===== src/rtl/vga_rx_monitor.sv =====
`default_nettype none
// ============================================================================
// Module   : vga_rx_monitor
// Purpose  : Recovers position from VGA HS/VS, checks timing, locks, and emits
//            coordinate-tagged pixels plus a per-frame checksum.
// Revision : 1.0
// ============================================================================
module vga_rx_monitor #(
    parameter int HPERIOD     = 800,
    parameter int HWIDTH      = 96,
    parameter int HBACK       = 48,
    parameter int HVISIBLE    = 640,
    parameter int VPERIOD     = 525,
    parameter int VWIDTH      = 2,
    parameter int VBACK       = 33,
    parameter int VVISIBLE    = 480,
    parameter int LOCK_FRAMES = 2
) (
    input  logic        CLK,
    input  logic        RST,
    input  logic [3:0]  VGA_R,
    input  logic [3:0]  VGA_G,
    input  logic [3:0]  VGA_B,
    input  logic        VGA_HS,
    input  logic        VGA_VS,
    output logic        LOCKED,
    output logic        PIX_VALID,
    output logic [9:0]  PIX_X,
    output logic [8:0]  PIX_Y,
    output logic [11:0] PIX_RGB,
    output logic        FRAME_DONE,
    output logic [23:0] FRAME_SUM,
    output logic [7:0]  ERR_CNT
);

    localparam logic [9:0] c_MAX       = 10'h3FF;
    localparam logic [9:0] c_HPER_M1   = 10'(HPERIOD - 1);
    localparam logic [9:0] c_HWIDTH    = 10'(HWIDTH);
    localparam logic [9:0] c_HSTART    = 10'(HWIDTH + HBACK);
    localparam logic [9:0] c_HEND      = 10'(HWIDTH + HBACK + HVISIBLE);
    localparam logic [9:0] c_VPER_M1   = 10'(VPERIOD - 1);
    localparam logic [9:0] c_VWIDTH    = 10'(VWIDTH);
    localparam logic [9:0] c_VSTART    = 10'(VWIDTH + VBACK);
    localparam logic [9:0] c_VEND      = 10'(VWIDTH + VBACK + VVISIBLE);
    localparam logic [8:0] c_VSTART9   = 9'(VWIDTH + VBACK);
    localparam logic [7:0] c_GOOD_LAST = 8'(LOCK_FRAMES - 1);

    typedef enum logic [1:0] {
        ST_UNLOCKED = 2'd0,
        ST_SEARCH   = 2'd1,
        ST_LOCKED   = 2'd2
    } state_t;

    state_t      state_q;
    logic [7:0]  good_q;
    logic        in_frame_q;

    logic [11:0] rgb1_q;
    logic        hs1_q, vs1_q, hs2_q, vs2_q;
    logic [9:0]  hcnt_q, hcnt_d, vcnt_q, vcnt_d, vsw_q, vsw_d;
    logic        h_seen_q, v_seen_q, vs_seen_q, vs_pend_q, vs_pend_d;
    logic        frame_locked_q;
    logic [23:0] acc_q, acc_add_w;

    logic hs_fall_w, hs_rise_w, vs_fall_w, vs_rise_w, frame_start_w;
    logic err_w, lock_enter_w, done_w, valid_d;

    // Input stage: S1 samples the pins, S2 keeps the previous syncs for edges
    always_ff @(posedge CLK or posedge RST) begin
        if (RST) begin
            rgb1_q <= '0;
            hs1_q  <= 1'b1;
            vs1_q  <= 1'b1;
            hs2_q  <= 1'b1;
            vs2_q  <= 1'b1;
        end else begin
            rgb1_q <= {VGA_R, VGA_G, VGA_B};
            hs1_q  <= VGA_HS;
            vs1_q  <= VGA_VS;
            hs2_q  <= hs1_q;
            vs2_q  <= vs1_q;
        end
    end

    assign hs_fall_w     = hs2_q & ~hs1_q;
    assign hs_rise_w     = ~hs2_q & hs1_q;
    assign vs_fall_w     = vs2_q & ~vs1_q;
    assign vs_rise_w     = ~vs2_q & vs1_q;
    assign frame_start_w = hs_fall_w & (vs_pend_q | vs_fall_w);

    // The _d counters describe the S1 sample currently presented
    always_comb begin
        hcnt_d = hs_fall_w ? 10'd0 : ((hcnt_q == c_MAX) ? c_MAX : hcnt_q + 10'd1);
        vcnt_d = vcnt_q;
        if (frame_start_w)
            vcnt_d = 10'd0;
        else if (hs_fall_w)
            vcnt_d = (vcnt_q == c_MAX) ? c_MAX : vcnt_q + 10'd1;
        vsw_d = vsw_q;
        if (vs_fall_w)
            vsw_d = {9'd0, hs_fall_w};
        else if (hs_fall_w && !vs1_q && vsw_q != c_MAX)
            vsw_d = vsw_q + 10'd1;
        vs_pend_d = frame_start_w ? 1'b0 : (vs_fall_w | vs_pend_q);
    end

    // Saturated counters report once; the later edge checks are suppressed
    always_comb begin
        err_w = 1'b0;
        if (hs_fall_w && h_seen_q && hcnt_q != c_MAX && hcnt_q != c_HPER_M1)
            err_w = 1'b1;
        if (hs_rise_w && h_seen_q && hcnt_q != c_MAX && hcnt_d != c_HWIDTH)
            err_w = 1'b1;
        if (!hs_fall_w && h_seen_q && hcnt_q == c_MAX - 10'd1)
            err_w = 1'b1;
        if (frame_start_w && v_seen_q && vcnt_q != c_MAX && vcnt_q != c_VPER_M1)
            err_w = 1'b1;
        if (vs_rise_w && vs_seen_q && vsw_q != c_VWIDTH)
            err_w = 1'b1;
        if (hs_fall_w && !frame_start_w && v_seen_q && vcnt_q == c_MAX - 10'd1)
            err_w = 1'b1;
    end

    always_ff @(posedge CLK or posedge RST) begin
        if (RST) begin
            hcnt_q    <= '0;
            vcnt_q    <= '0;
            vsw_q     <= '0;
            h_seen_q  <= 1'b0;
            v_seen_q  <= 1'b0;
            vs_seen_q <= 1'b0;
            vs_pend_q <= 1'b0;
        end else begin
            hcnt_q    <= hcnt_d;
            vcnt_q    <= vcnt_d;
            vsw_q     <= vsw_d;
            vs_pend_q <= vs_pend_d;
            if (hs_fall_w)     h_seen_q  <= 1'b1;
            if (frame_start_w) v_seen_q  <= 1'b1;
            if (vs_fall_w)     vs_seen_q <= 1'b1;
        end
    end

    assign lock_enter_w = (state_q == ST_SEARCH) && frame_start_w && in_frame_q
                          && (good_q == c_GOOD_LAST);

    always_ff @(posedge CLK or posedge RST) begin
        if (RST) begin
            state_q    <= ST_UNLOCKED;
            good_q     <= '0;
            in_frame_q <= 1'b0;
            LOCKED     <= 1'b0;
        end else if (err_w) begin
            state_q    <= ST_UNLOCKED;
            good_q     <= '0;
            in_frame_q <= 1'b0;
            LOCKED     <= 1'b0;
        end else begin
            case (state_q)
                ST_UNLOCKED: begin
                    if (vs_fall_w) begin
                        state_q    <= ST_SEARCH;
                        good_q     <= '0;
                        in_frame_q <= frame_start_w;
                    end
                end
                ST_SEARCH: begin
                    if (frame_start_w) begin
                        in_frame_q <= 1'b1;
                        if (lock_enter_w) begin
                            state_q <= ST_LOCKED;
                            LOCKED  <= 1'b1;
                            good_q  <= '0;
                        end else if (in_frame_q) begin
                            good_q <= good_q + 8'd1;
                        end
                    end
                end
                ST_LOCKED: begin
                    LOCKED <= 1'b1;
                end
                default: begin
                    state_q <= ST_UNLOCKED;
                    LOCKED  <= 1'b0;
                end
            endcase
        end
    end

    assign valid_d   = (state_q == ST_LOCKED)
                       && hcnt_d >= c_HSTART && hcnt_d < c_HEND
                       && vcnt_d >= c_VSTART && vcnt_d < c_VEND;
    assign acc_add_w = PIX_VALID ? {12'd0, PIX_RGB} : 24'd0;
    assign done_w    = frame_start_w && !err_w && frame_locked_q;

    always_ff @(posedge CLK or posedge RST) begin
        if (RST) begin
            PIX_VALID      <= 1'b0;
            PIX_X          <= '0;
            PIX_Y          <= '0;
            PIX_RGB        <= '0;
            FRAME_DONE     <= 1'b0;
            FRAME_SUM      <= '0;
            ERR_CNT        <= '0;
            acc_q          <= '0;
            frame_locked_q <= 1'b0;
        end else begin
            PIX_VALID <= valid_d;
            if (valid_d) begin
                PIX_X   <= hcnt_d - c_HSTART;
                PIX_Y   <= vcnt_d[8:0] - c_VSTART9;
                PIX_RGB <= rgb1_q;
            end
            if (err_w && ERR_CNT != 8'hFF)
                ERR_CNT <= ERR_CNT + 8'd1;
            acc_q      <= frame_start_w ? 24'd0 : acc_q + acc_add_w;
            FRAME_DONE <= done_w;
            if (done_w)
                FRAME_SUM <= acc_q + acc_add_w;
            // A frame qualifies only if it began locked and stayed error-free
            if (err_w)
                frame_locked_q <= 1'b0;
            else if (frame_start_w)
                frame_locked_q <= (state_q == ST_LOCKED) || lock_enter_w;
        end
    end

endmodule
`default_nettype wire

===== config.mk =====
export PLATFORM = sky130hd
export DESIGN_NAME = vga_rx_monitor
export DESIGN_NICKNAME = d
export VERILOG_FILES = /design/src/rtl/vga_rx_monitor.sv
export SDC_FILE = /design/constraint.sdc
export NUM_CORES = 1
export LEC_CHECK = 0
export CORE_MARGIN = 4
export CORE_UTILIZATION = 62
export CTS_CLUSTER_SIZE = 12
export DETAILED_ROUTE_END_ITERATION = 8
export GPL_TIMING_DRIVEN = 0
export PLACE_DENSITY = 0.83
export SKIP_LAST_GASP = 1
export SLEW_MARGIN = 40
export SYNTH_ARGS = -nofsm -noshare
export SYNTH_HDL_FRONTEND = slang
export SYNTH_SLANG_ARGS = --single-unit
export TNS_END_PERCENT = 100

===== constraint.sdc =====
create_clock -name CLK -period 10.85 [get_ports CLK]
set_clock_uncertainty 0.2 [all_clocks]
set_input_delay 1.6275 -clock CLK [delete_from_list [all_inputs] [get_ports CLK]]
set_output_delay 1.6275 -clock CLK [all_outputs]
set_load 0.01 [all_outputs]

==> qor.txt <==
run status: finished clean
Detailed Route Iter0 Violations: 372
Num CTS Buffers: 17
final wirelength: 17,300 um
post-synthesis sequential area ratio: 0.489
number of hold buffers added after CTS: 0
final cell area excluding filler cells: 0.00944 mm^2
post-synthesis cell type count: 66
number of non-filler instances in the completed layout: 985
worst min-delay path endpoint: vs2_q
syn nets: 752
CTS tree: yes
Area growth, synth to finish: 21.1%
crit start category: flip-flop
synthesized flop and latch total: 152
minimum clock period: 4.21 ns
Hold Path Depth: 0
number of core rows: 40
number of routed nets with antenna violations: 0
register clock-pin slew on the reported worst setup and hold paths: 0.06 ns
CTS root buf: clkbuf_16
total count of max-transition violations in the final report: 0
number of optimization iterations in the first detailed-route pass: 5
total power divided by cell area: 145 mW/mm^2
number of enable flip-flop cells after synthesis: 0
starting utilization of the core area: 0.641
number of max-capacitance violations reported: 0
ratio of final minimum period to clock period: 0.388
Worst-Skew Late Latency: 0.42 ns
pin count of the biggest net entering global routing: 82
area fraction of the dominant cell type after synthesis: 0.475
Hold Path Class: reg -> reg
required time of the critical path: 10.95 ns
synthesized cell area: 0.00779 mm^2
CTS H-tree depth: 4
critical path class: reg -> reg
final routed wire length divided by cell count: 17.5 um
area enclosed by the die boundary: 0.0144 mm^2
Final Setup Violations: 0
Post-Route Setup TNS: 0 ns
number of endpoints with negative hold slack in the final report: 0
post-synthesis async set-or-reset flop share: 1.00
endpoint type of the worst setup path: flip-flop
number of remaining DRC errors: 0
overall overflow remaining after global route: 0
Top-Level Pins: 82
Post CTS Setup Buffer Count: 0
width of the chip: 120 um
number of sinks driven by the clock tree: 152
launching instance or port of the critical path: hcnt_q[0]
final-stage net count: 853
actual slew at the worst max-slew pin: 0.866 ns
Gate Count Post-Synth: 705
y dimension of the die: 120 um
startpoint of the worst hold path: vs1_q
worst slew margin relative to its limit: 0.422
end of the worst register-to-register path: FRAME_SUM[0]
VDD IR-drop max: 136 uV
vias per cell: 5.92
placement-stage worst setup slack: 6.73 ns
initial antenna violation count: 0
placeable core region: 0.0122 mm^2
arrival time of data at the critical path endpoint: 4.31 ns
port bufs: 81
maximum clock rate: 238 MHz
last weighted congestion value of the routability-driven placer: 0.866
cell area after placement: 0.00886 mm^2
highest fanout seen on the critical path: 10
combined global-route utilization of all metal layers: 0.249
maximum count of clock buffers along a single path: 2
Worst R2R Setup Slack: 6.64 ns
Cells after DPL: 955
r2r startpoint: hcnt_q[0]
unrepaired setup endpoints after global routing: no
Primary FF master, synth: dfrtp_1
Hold Slack: 0.209 ns
count of cells along the worst register-to-register path: 11
crit path setup slack, layout: 6.64 ns
Yosys warnings: 0
Avg Synthesized Cell Area: 11.1 um^2
leading post-synthesis cells by cell area: dfrtp_1 (48%), mux2_2 (5.1%), ha_1 (4.8%)
number of cells upsized or downsized after cts: 0
total design power: 1.37 mW
count of antenna diodes in the layout: 0
first-pass GRT wire length: 29,100 um
share of cells above drive strength 1: 0.141
utilization after layout: 0.776
HPWL after detailed placement: 12,100 um
reported leakage power: 4.50 nW
Yosys top cell by area: dfrtp_1
via count of the first global-routing pass: 5,937
vias post-DR: 5,832
worst max-delay path, cell delays in order, from the launching register on:
cell and delay (ns):
dfrtp_1 0.46, ha_1 0.31, nand3_1 0.30, nor4_1 0.57, nor2_1 0.17, inv_1 0.11, ha_1 0.15, or4b_4 0.47
o31ai_4 0.49, nand4_4 0.28, buf_6 0.27, mux2_4 0.30
worst max path at each step:
stage / end / cells past startpoint
2_1_floorplan: ERR_CNT[0] / 1
3_3_place_gp: hcnt_q[6] / 2
3_5_place_dp: FRAME_SUM[0] / 11
4_1_cts: FRAME_SUM[13] / 11
5_1_grt: FRAME_SUM[3] / 11
6_report: FRAME_SUM[0] / 11
cell usage in the layout (no fill, tap or decap), types with 13 or more instances in the layout:
cell type	n
nand3_1	16
mux2_4	18
o21ai_0	23
mux2_2	35
xor2_1	21
nor3_1	18
inv_1	21
nand2_1	35
a211oi_1	13
a21oi_1	30
clkbuf_16	17
clkbuf_1	15
and2_1	39
nor2_1	41
dfrtp_1	148
clkdlybuf4s50_1	81
and3_1	27
a31oi_1	13
ha_1	30
xnor2_1	22
layout make-up:
class	instances	area, um^2
well taps	168	210
inverters	22	90.1
plain buffers	25	145
clock buffers	22	454
multi-input cells	506	3770
repair buffers	82	838
flip-flops and latches	152	3810
clock inverters	8	124
fillers	791	2720
synthesized netlist by cell type (all sizes together) (3+ instances only):
| master | count |
|---|---|
| o22ai | 5 |
| xnor2 | 22 |
| or2 | 5 |
| buf | 12 |
| nand3 | 16 |
| nand2 | 35 |
| a211oi | 14 |
| o211ai | 4 |
| and3 | 27 |
| nand3b | 8 |
| nor2b | 7 |
| and4b | 4 |
| mux2i | 9 |
| nor2 | 41 |
| nand2b | 10 |
| dfstp | 4 |
| nor3 | 18 |
| and4 | 5 |
| a21oi | 31 |
| and2 | 39 |
| or3 | 7 |
| a21o | 6 |
| o21ai | 23 |
| o31ai | 5 |
| a41oi | 4 |
| mux2 | 53 |
| nor4 | 3 |
| dfrtp | 148 |
| clkbuf | 13 |
| a31oi | 14 |
| nand4 | 13 |
| ha | 30 |
| xor2 | 21 |
| inv | 22 |
registers in the layout, summed over array words and instances (netlist names), 2 cells and up:
register	count
PIX_Y	9
acc_q	24
ERR_CNT	8
PIX_RGB	12
good_q	8
hcnt_q	10
rgb1_q	12
state_q	2
FRAME_SUM	24
vsw_q	10
PIX_X	10
vcnt_q	10
kinds of logic after synthesis:
logic type	synth area share
AO/OA/AOI/OAI	0.105
adder cells (fa/ha/maj)	0.0507
AND/OR/NAND/NOR	0.181
flip-flops	0.489
buffers and inverters	0.0292
multiplexers	0.0968
XOR/XNOR	0.0483
layer usage:
metal | wire length, um | up-vias | GRT usage
met2 | 8700 | 198 | 0.427
met3 | 976 | 21 | 0.0537
met5 | 0 | - | 0
li1 | - | 2732 | -
met1 | 7390 | 2881 | 0.321
met4 | 223 | 0 | 0.0694
report_power, final:
| group | total, mW | internal (mW) | switching [mW] |
|---|---|---|---|
| Combinational | 0.163 | 0.0731 | 0.0902 |
| Sequential | 0.625 | 0.593 | 0.0318 |
| Clock | 0.585 | 0.365 | 0.220 |
(Power assumes the default switching activity.)
